--- src/rtl/riscv_muldiv.sv ---
// riscv_muldiv -- iterative RV32M multiply/divide unit for the execute stage.
//
// Multiply is a shift-add over a 2*WIDTH accumulator and takes WIDTH cycles.
// Divide is restoring, one quotient bit per cycle, and also takes WIDTH cycles.
// Divide-by-zero and signed-overflow divides finish in one cycle.
// The result register changes only on completion, so it is held until the
// next operation completes.
//
// Optional feature macro: RISCV_MULDIV_FAST_MUL_EN. When it is defined, all
// four multiplies use a combinational 2*WIDTH product and finish in one cycle.
//
// Ports:
//   clk     in   clock, rising edge
//   reset   in   asynchronous active-low reset
//   start   in   request; accepted only in IDLE or DONE
//   funct3  in   RV32M operation select
//   a, b    in   rs1 / rs2 operands, sampled with start
//   flush   in   abort in-flight op; also drops a same-cycle start
//   busy    out  high while iterating
//   done    out  one-cycle completion pulse
//   result  out  answer, held between completions
module riscv_muldiv #(
   parameter int WIDTH = 32
) (
   input  logic             clk,
   input  logic             reset,
   input  logic             start,
   input  logic [2:0]       funct3,
   input  logic [WIDTH-1:0] a,
   input  logic [WIDTH-1:0] b,
   input  logic             flush,
   output logic             busy,
   output logic             done,
   output logic [WIDTH-1:0] result
);

   localparam int CW = $clog2(WIDTH);
   localparam logic [WIDTH-1:0] MOST_NEG = {1'b1, {(WIDTH-1){1'b0}}};

   typedef enum logic [1:0] {S_IDLE, S_MUL, S_DIV, S_DONE} state_t;
   state_t state, state_nxt;

   logic [2*WIDTH-1:0] acc;       // {hi/remainder, lo/quotient}
   logic [WIDTH-1:0]   opb;       // multiplicand / divisor magnitude
   logic [CW-1:0]      cnt;
   logic [1:0]         op;        // funct3[1:0] of the op in flight
   logic               neg_lo;    // negate product / quotient at the end
   logic               neg_r;     // negate remainder at the end

   logic accept, last;
   assign accept = start & ~flush & ((state == S_IDLE) | (state == S_DONE));
   assign last   = (cnt == CW'(WIDTH - 1));

   // ---------------- request decode ----------------
   logic             is_div, a_sgn, b_sgn, div0, ovf, special;
   logic [WIDTH-1:0] mag_a, mag_b, spec_res;

   always_comb begin
      is_div  = funct3[2];
      // MUL (000) is treated as unsigned; its low word does not depend on sign
      a_sgn   = is_div ? ~funct3[0] : (funct3[1:0] == 2'b01 || funct3[1:0] == 2'b10);
      b_sgn   = is_div ? ~funct3[0] : (funct3[1:0] == 2'b01);
      mag_a   = (a_sgn & a[WIDTH-1]) ? -a : a;
      mag_b   = (b_sgn & b[WIDTH-1]) ? -b : b;
      div0    = is_div && (b == '0);
      ovf     = is_div && ~funct3[0] && (a == MOST_NEG) && (b == '1);
      special = div0 | ovf;
      if (div0) spec_res = funct3[1] ? a : '1;
      else      spec_res = funct3[1] ? '0 : a;
   end

`ifdef RISCV_MULDIV_FAST_MUL_EN
   logic [2*WIDTH-1:0] ea, eb, fprod;
   logic [WIDTH-1:0]   fast_res;
   always_comb begin
      ea       = {{WIDTH{a_sgn & a[WIDTH-1]}}, a};
      eb       = {{WIDTH{b_sgn & b[WIDTH-1]}}, b};
      fprod    = ea * eb;
      fast_res = (funct3[1:0] == 2'b00) ? fprod[WIDTH-1:0] : fprod[2*WIDTH-1:WIDTH];
   end
`endif

   // ---------------- iteration step ----------------
   logic [WIDTH:0]     mul_sum, rem_sh;
   logic [WIDTH-1:0]   sub, quo, rem, mul_res, div_res, fin_res;
   logic [2*WIDTH-1:0] acc_mul, acc_div, prod;
   logic               q_bit;

   always_comb begin
      // shift-add: add multiplicand into the high half when the current
      // multiplier bit (acc[0]) is set, then shift the whole thing right
      mul_sum = {1'b0, acc[2*WIDTH-1:WIDTH]} + (acc[0] ? {1'b0, opb} : '0);
      acc_mul = {mul_sum, acc[WIDTH-1:1]};
      // restoring divide: shift the next dividend bit into the remainder and
      // subtract when it fits; the difference then fits in WIDTH bits
      rem_sh  = {acc[2*WIDTH-1:WIDTH], acc[WIDTH-1]};
      q_bit   = (rem_sh >= {1'b0, opb});
      sub     = rem_sh[WIDTH-1:0] - opb;
      acc_div = {(q_bit ? sub : rem_sh[WIDTH-1:0]), acc[WIDTH-2:0], q_bit};

      prod    = neg_lo ? -acc_mul : acc_mul;
      mul_res = (op == 2'b00) ? prod[WIDTH-1:0] : prod[2*WIDTH-1:WIDTH];
      quo     = acc_div[WIDTH-1:0];
      rem     = acc_div[2*WIDTH-1:WIDTH];
      div_res = op[1] ? (neg_r ? -rem : rem) : (neg_lo ? -quo : quo);
      fin_res = (state == S_DIV) ? div_res : mul_res;
   end

   // ---------------- FSM ----------------
   always_ff @(posedge clk or negedge reset) begin
      if (!reset) state <= S_IDLE;
      else        state <= state_nxt;
   end

   always_comb begin
      state_nxt = state;
      case (state)
         S_IDLE, S_DONE: begin
            state_nxt = S_IDLE;
            if (accept) begin
               if (special)        state_nxt = S_DONE;
               else if (is_div)    state_nxt = S_DIV;
               else begin
`ifdef RISCV_MULDIV_FAST_MUL_EN
                  state_nxt = S_DONE;
`else
                  state_nxt = S_MUL;
`endif
               end
            end
         end
         S_MUL, S_DIV: begin
            // flush beats the final iteration edge
            if (flush)     state_nxt = S_IDLE;
            else if (last) state_nxt = S_DONE;
         end
         default: state_nxt = S_IDLE;
      endcase
   end

   always_comb begin
      busy = (state == S_MUL) || (state == S_DIV);
      done = (state == S_DONE);
   end

   // ---------------- datapath ----------------
   always_ff @(posedge clk or negedge reset) begin
      if (!reset) begin
         acc    <= '0;
         opb    <= '0;
         cnt    <= '0;
         op     <= '0;
         neg_lo <= 1'b0;
         neg_r  <= 1'b0;
         result <= '0;
      end else if (accept) begin
         acc    <= {{WIDTH{1'b0}}, mag_a};
         opb    <= mag_b;
         cnt    <= '0;
         op     <= funct3[1:0];
         neg_lo <= (a_sgn & a[WIDTH-1]) ^ (b_sgn & b[WIDTH-1]);
         neg_r  <= a_sgn & a[WIDTH-1];
         if (special) result <= spec_res;
`ifdef RISCV_MULDIV_FAST_MUL_EN
         else if (!is_div) result <= fast_res;
`endif
      end else if (busy && !flush) begin
         acc <= (state == S_DIV) ? acc_div : acc_mul;
         cnt <= cnt + CW'(1);
         if (last) result <= fin_res;
      end
   end

endmodule

--- config.mk ---
export PLATFORM = sky130hd
export DESIGN_NAME = riscv_muldiv
export DESIGN_NICKNAME = d
export VERILOG_FILES = /design/src/rtl/riscv_muldiv.sv
export SDC_FILE = /design/constraint.sdc
export NUM_CORES = 1
export LEC_CHECK = 0
export ABC_AREA = 1
export BUFFER_PORTS_ARGS = -buffer_cell sky130_fd_sc_hd__buf_2
export CORE_MARGIN = 2
export CORE_UTILIZATION = 35
export DETAILED_ROUTE_END_ITERATION = 8
export PLACE_DENSITY_LB_ADDON = 0.08
export SYNTH_ARGS = -nofsm -noshare
export SYNTH_HDL_FRONTEND = slang
export SYNTH_SLANG_ARGS = --single-unit
--- constraint.sdc ---
create_clock -name clk -period 4.73 [get_ports clk]
set_clock_uncertainty 0.1 [all_clocks]
set_input_delay 0.7095 -clock clk [delete_from_list [all_inputs] [get_ports clk]]
set_output_delay 0.7095 -clock clk [all_outputs]
set_load 0.1 [all_outputs]
==> flow_summary.ini, run 1 <==
[logic_synthesis]
synthCells = 3224
synth_fa_ha_area_share_pct = 5.36
syn_nets = 3372
synth_ff_type = dfrtp_1
syn_area_um2 = 18300
synth_top_family_by_area = simple AND/OR/NAND/NOR gates
synth-seq-area-share_pct = 19.1
ys_types = 62
async_reset_ff_share_pct = 100
synthMuxAreaShare_pct = 0
synth-compound-area-share_pct = 19.5
avgSynthCellArea_um2 = 5.66
yosysWarnings = 0
yosys.area_share.simple_pct = 39.6
synth_edf_count = 0
synth_xor_area_share_pct = 3.46
synth-seq-cells = 139

[worst_setup_path]
crit_type = reg2reg
slowest_delay_ps = 740
rr_worst_depth = 19
start_kind = flop
critPathCaptureType = flop
r2r_slack_ps = 200
worstPathCellList = nand2_1 -> inv_1 -> ha_1 -> nand2_1 -> nor2_1 -> nand2_1 -> nand3_1 -> nand2_1 -> nand2_1 -> inv_1 -> nand2_1 -> nand3b_1 -> nor2_2 -> nand2_1 -> nand2_1 -> o21ai_0 -> nand3_1 -> nand3_1 -> a21oi_1
crit_fanout = 11
r2r-start = acc[0]
cp_common_cell = nand2_1
rr_endpoint = result[15]
crit_path_start = acc[0]
worstPathArrival_ps = 4800
cp_slowest_cell = o21ai_0
required_ps = 5000

[cells_and_area]
post-route-util_pct = 39.5
diodes = 0
syn_to_final_growth_pct = 11.1
drive_gt1_share_pct = 9.07
mostFrequentLayoutCells = nand2_1, inv_1, nor2_1
final_area_um2 = 20300
final_cells = 3986
num-nets-final = 3441
layout_commonest_cell = nand2_1

[cts]
insertion_delay_ps = 500
postCtsHoldBufs = 0
clkTransAtPathRegs_ps = 80
cts_tree = done
clk_path_buf_depth = 2
cts.sinks = 139
htreeDepth = 4
cts_buffers = 17
clockRootBuffer = clkbuf_16

[pwr]
share_comb_of_total_power_pct = 78.2
p_sw_mw = 11.7
p_leak_nw = 10.6
p_int_mw = 6.23
design_power_total_mw = 18.0
p_clk_share_pct = 8.0
seq_power_share_pct = 13.9
power_density_nw_per_um2 = 886
swShare_pct = 65.3
peakVddDrop_v = 0.000434

[timing]
setup_viol = 0
drv_slew = 0
relSlewSlack_pct = 27.0
rsz0062_at_grt = false
max_freq_mhz = 221
setup_ws_ps = 198
tightest_slew_ps = 1090
layout_min_cycle_time_ps = 4530
timing.final.crit_share_pct = 95.8
tns_ps = 0
timing_hold_violations_final = 0
hold_ws_ps = 114

[job]
maxCapViolCount = 0

[placement]
gp_congestion = 1.02
io_buffers = 104
dp.cells = 3954
dpl-instance-area_um2 = 19700
pre_cts_slack_ps = -1.75
hpwl_um = 75200

[detailed_routing]
drtIter0Drc = 2605
wirelength_um = 92200
ant_nets = 0
drtPass1Iterations = 6
drc = 0
drt-wirelength-per-cell_um = 23.1
via_count = 22300
vias_per_cell = 5.59

[global_route]
grt_pass1_wl_um = 137000
grt_max_degree = 68
grt_pass1_vias = 20500
antenna_found_initial = 1
globalRouteOverflowTotal = 0
grt_use_total_pct = 34.2

[floorplan]
num_rows = 83
die_h_um = 232
initial_core_util_pct = 35.5
coreArea_um2 = 51400
io_pins = 105
dieArea_um2 = 54000
die_x_um = 232

[run_status]
status = complete, no violations

[min_path]
min_path_type = in2async
how the worst max path moves through the flow:
stage                             to  slack (ps)
after CTS                 result[25]         170
after detailed placement  result[25]          -2
final                     result[15]         200
after global routing      result[25]          30
after floorplan           result[29]        1290
after global placement    result[14]          40
cells in the mapped netlist (3+ instances only):
cell	number	area [um^2]
o21ai_2	5	43.8
ha_1	75	938
nor3_1	52	260
buf_2	9	45.0
o211ai_1	48	360
xnor2_1	17	149
nor3_2	3	30.0
dfrtp_1	139	3480
xor2_1	55	482
clkbuf_1	93	349
inv_1	479	1800
nor2_1	335	1260
nor2_2	15	93.8
a211oi_1	6	45.0
o221ai_1	17	149
nand2_1	913	3430
o2111ai_1	4	35.0
o21ai_1	7	35.0
nor2_4	3	33.8
inv_2	9	33.8
a21oi_2	4	35.0
and2_1	5	31.3
a21oi_1	240	1200
a32o_1	8	80.1
o31ai_1	5	37.5
nand3b_1	12	90.1
or2_2	9	56.3
o21bai_1	7	52.6
nand3_1	240	1200
buf_1	13	48.8
a21o_1	3	22.5
o22ai_1	12	75.1
a31oi_1	25	156
clkinv_1	4	15.0
nand4_1	55	344
o21ai_0	226	1130
nor4_1	16	100
nand2_2	24	150
flip-flops by register name, summed over array words and instances, names as in the netlist:
name    count
acc        64
opb        32
result     32
cnt         5
op          2
state       2
neg_lo      1
neg_r       1
per-layer routing:
metal / track usage (%) / up-vias / wire (um) / part of all wire (%)
met5: 0 / - / 0 / 0
met4: 8.81 / 0 / 2110 / 2.3
met3: 5.84 / 92 / 7920 / 8.6
met2: 49.3 / 974 / 37700 / 41
met1: 51.8 / 10600 / 44500 / 48
li1: - / 10600 / - / -
worst max-delay path, delay by kind of cell (launching register included):
family                   cells  cell delay [ps]
buffers and inverters        2              260
flip-flops                   1              520
AND/OR/NAND/NOR             14             2230
AO/OA/AOI/OAI                2              820
adder cells (fa/ha/maj)      1              480
layout make-up:
type | count | area (um^2)
Fill cell | 5854 | 31100
Multi-Input combinational cell | 2472 | 12500
Sequential cell | 139 | 3480
Inverter | 492 | 1850
Timing Repair Buffer | 171 | 1030
Tap cell | 680 | 851
Clock buffer | 18 | 439
Clock inverter | 14 | 151
timing repair:
item,in CTS,in global routing
endpoints found under the setup margin,1,11
setup buffers,0,0
gates resized for setup,1,6
power by group through the flow:
stage               sequential (mW)  combinational (mW)  clock, mW
floorplan                      3.09                8.39          0
global placement               2.47                13.7          0
detailed placement             2.47                13.7          0
CTS                            2.45                13.7       1.45
global route                   2.54                15.2       1.50
finish                         2.49                14.0       1.43
cell families (layout without fill, tap and decap cells):
| logic type | count (synthesis) | count (layout) |
|---|---|---|
| AOI/OAI and AO/OA | 628 | 628 |
| xor gates and xnor gates | 72 | 72 |
| adders and majority gates | 77 | 77 |
| buffers and inverters | 613 | 695 |
| DFF | 139 | 139 |
| and+or+nand+nor | 1695 | 1695 |
(Power assumes the default switching activity.)
==> run 2: changes to the inputs <==
Clock period 4.73 ns to 4.7 ns, I/O delays scaled along.
==> flow_summary.ini, run 2 (same netlist as run 1, synthesis figures left out) <==
[run_status]
status = complete, no violations

[worst_setup_path]
critPathCaptureType = flop
worstPathCellList = buf_4 -> nand2_1 -> inv_1 -> ha_1 -> fa_1 -> nand3_1 -> nand3_2 -> nand2_1 -> nand2_1 -> xnor2_2 -> nand2_1 -> nand3b_1 -> nor2_1 -> nand3_1 -> nor2_2 -> nand2_1 -> nand2_1 -> nand2_1 -> nand2_1 -> nand2_1 -> a21oi_1 -> nand2_1 -> a21oi_2
slowest_delay_ps = 480
start_kind = flop
r2r_slack_ps = 210
cp_slowest_cell = xnor2_2
rr_endpoint = result[29]
r2r-start = acc[0]
crit_fanout = 14
worstSetupEndpoint = result[29]
required_ps = 5030
cp_common_cell = nand2_1
crit_type = reg2reg
worstPathArrival_ps = 4820
crit_path_start = acc[0]
rr_worst_depth = 23

[global_route]
antenna_found_initial = 1
grt_max_degree = 89
grt_pass1_wl_um = 136000
grt_use_total_pct = 34.1
grt_pass1_vias = 20400
globalRouteOverflowTotal = 0

[cells_and_area]
fillers = 5800
layout_commonest_cell = nand2_1
final_cells = 3984
post-route-util_pct = 39.4
num-nets-final = 3438
final_area_um2 = 20300
multi_input_area_um2 = 12500
drive_gt1_share_pct = 8.96
regArea_um2 = 3480
reg_top3 = acc: 64 flops, opb: 32 flops, result: 32 flops
regMostFlops = acc
largest_register_ffs = 64
mostFrequentLayoutCells = nand2_1, inv_1, nor2_1
syn_to_final_growth_pct = 11.1

[detailed_routing]
wirelength_um = 92000
drc = 0
ant_nets = 0
drt-wirelength-per-cell_um = 23.1
vias_per_cell = 5.61
drtIter0Drc = 2509
drtPass1Iterations = 6
via_count = 22300

[timing]
timing_hold_violations_final = 0
hold_ws_ps = 100
tightest_slew_ps = 1070
layout_min_cycle_time_ps = 4490
rsz0062_at_grt = true
relSlewSlack_pct = 28.1
drv_slew = 0
setup_viol = 0
setup_ws_ps = 210
timing.final.crit_share_pct = 95.5
max_freq_mhz = 223
tns_ps = 0

[floorplan]
die_x_um = 232
num_rows = 83
die_h_um = 232
io_pins = 105
coreArea_um2 = 51400
dieArea_um2 = 54000
initial_core_util_pct = 35.5

[cts]
cts.sinks = 139
cts_tree = done
htreeDepth = 4
clk_path_buf_depth = 2
clkTransAtPathRegs_ps = 70
insertion_delay_ps = 500
clockRootBuffer = clkbuf_16
cts_buffers = 17

[pwr]
peakVddDrop_v = 0.000469
design_power_total_mw = 18.1
power_density_nw_per_um2 = 892
p_leak_nw = 10.6

[job]
maxCapViolCount = 0

[placement]
dpl-instance-area_um2 = 19600
io_buffers = 104
hpwl_um = 75300
gp_congestion = 1.01
dp.cells = 3950
pre_cts_slack_ps = -20.4

[min_path]
min_path_type = in2async
run 2: critical path, delay by kind of cell (launching register included):
kind	cells	cell delay, ps
xor+xnor	1	480
flops	1	450
compound gates	2	280
buf+inv	2	280
fa+ha+maj	2	650
simple gates	16	2170
run 2: where the power goes:
group	switching (mW)	internal [mW]	leakage, nW
Combinational	10.4	3.75	8.63
Clock	0.646	0.791	0.282
Sequential	0.811	1.72	1.69
Total	11.8	6.26	10.6
run 2: how the worst min path moves through the flow:
stage          startpoint   endpoint  cells past startpoint
2_1_floorplan       reset     acc[0]                      0
3_3_place_gp    result[9]  result[9]                      2
3_5_place_dp    result[9]  result[9]                      2
4_1_cts             reset    opb[29]                      1
5_1_grt             reset    opb[29]                      1
6_report            reset    opb[29]                      1
run 2: cell type report:
type / count / area share [%]
multi-input combinational: 2472 / 61.5
sequential: 139 / 17.2
inverter: 492 / 9.12
timing repair buffer: 168 / 5.09
tap: 680 / 4.20
clock buffer: 18 / 2.12
clock inverter: 14 / 0.784
antenna: 1 / 0.0123
run 2: repair_timing:
| action | in CTS | in global routing |
|---|---|---|
| hold buffers | 0 | 0 |
| setup endpoints to repair | 1 | 10 |
| setup buffers | 0 | 1 |
| pin swaps | 0 | 1 |
| resized for setup | 1 | 5 |
run 2: routing by layer:
metal | part of all wire, % | track usage (%) | vias to the layer above
li1 | - | - | 10600
met1 | 47 | 50.9 | 10600
met2 | 41 | 47.9 | 1048
met3 | 10 | 8.21 | 98
met4 | 2.4 | 9.35 | 0
met5 | 0 | 0 | -
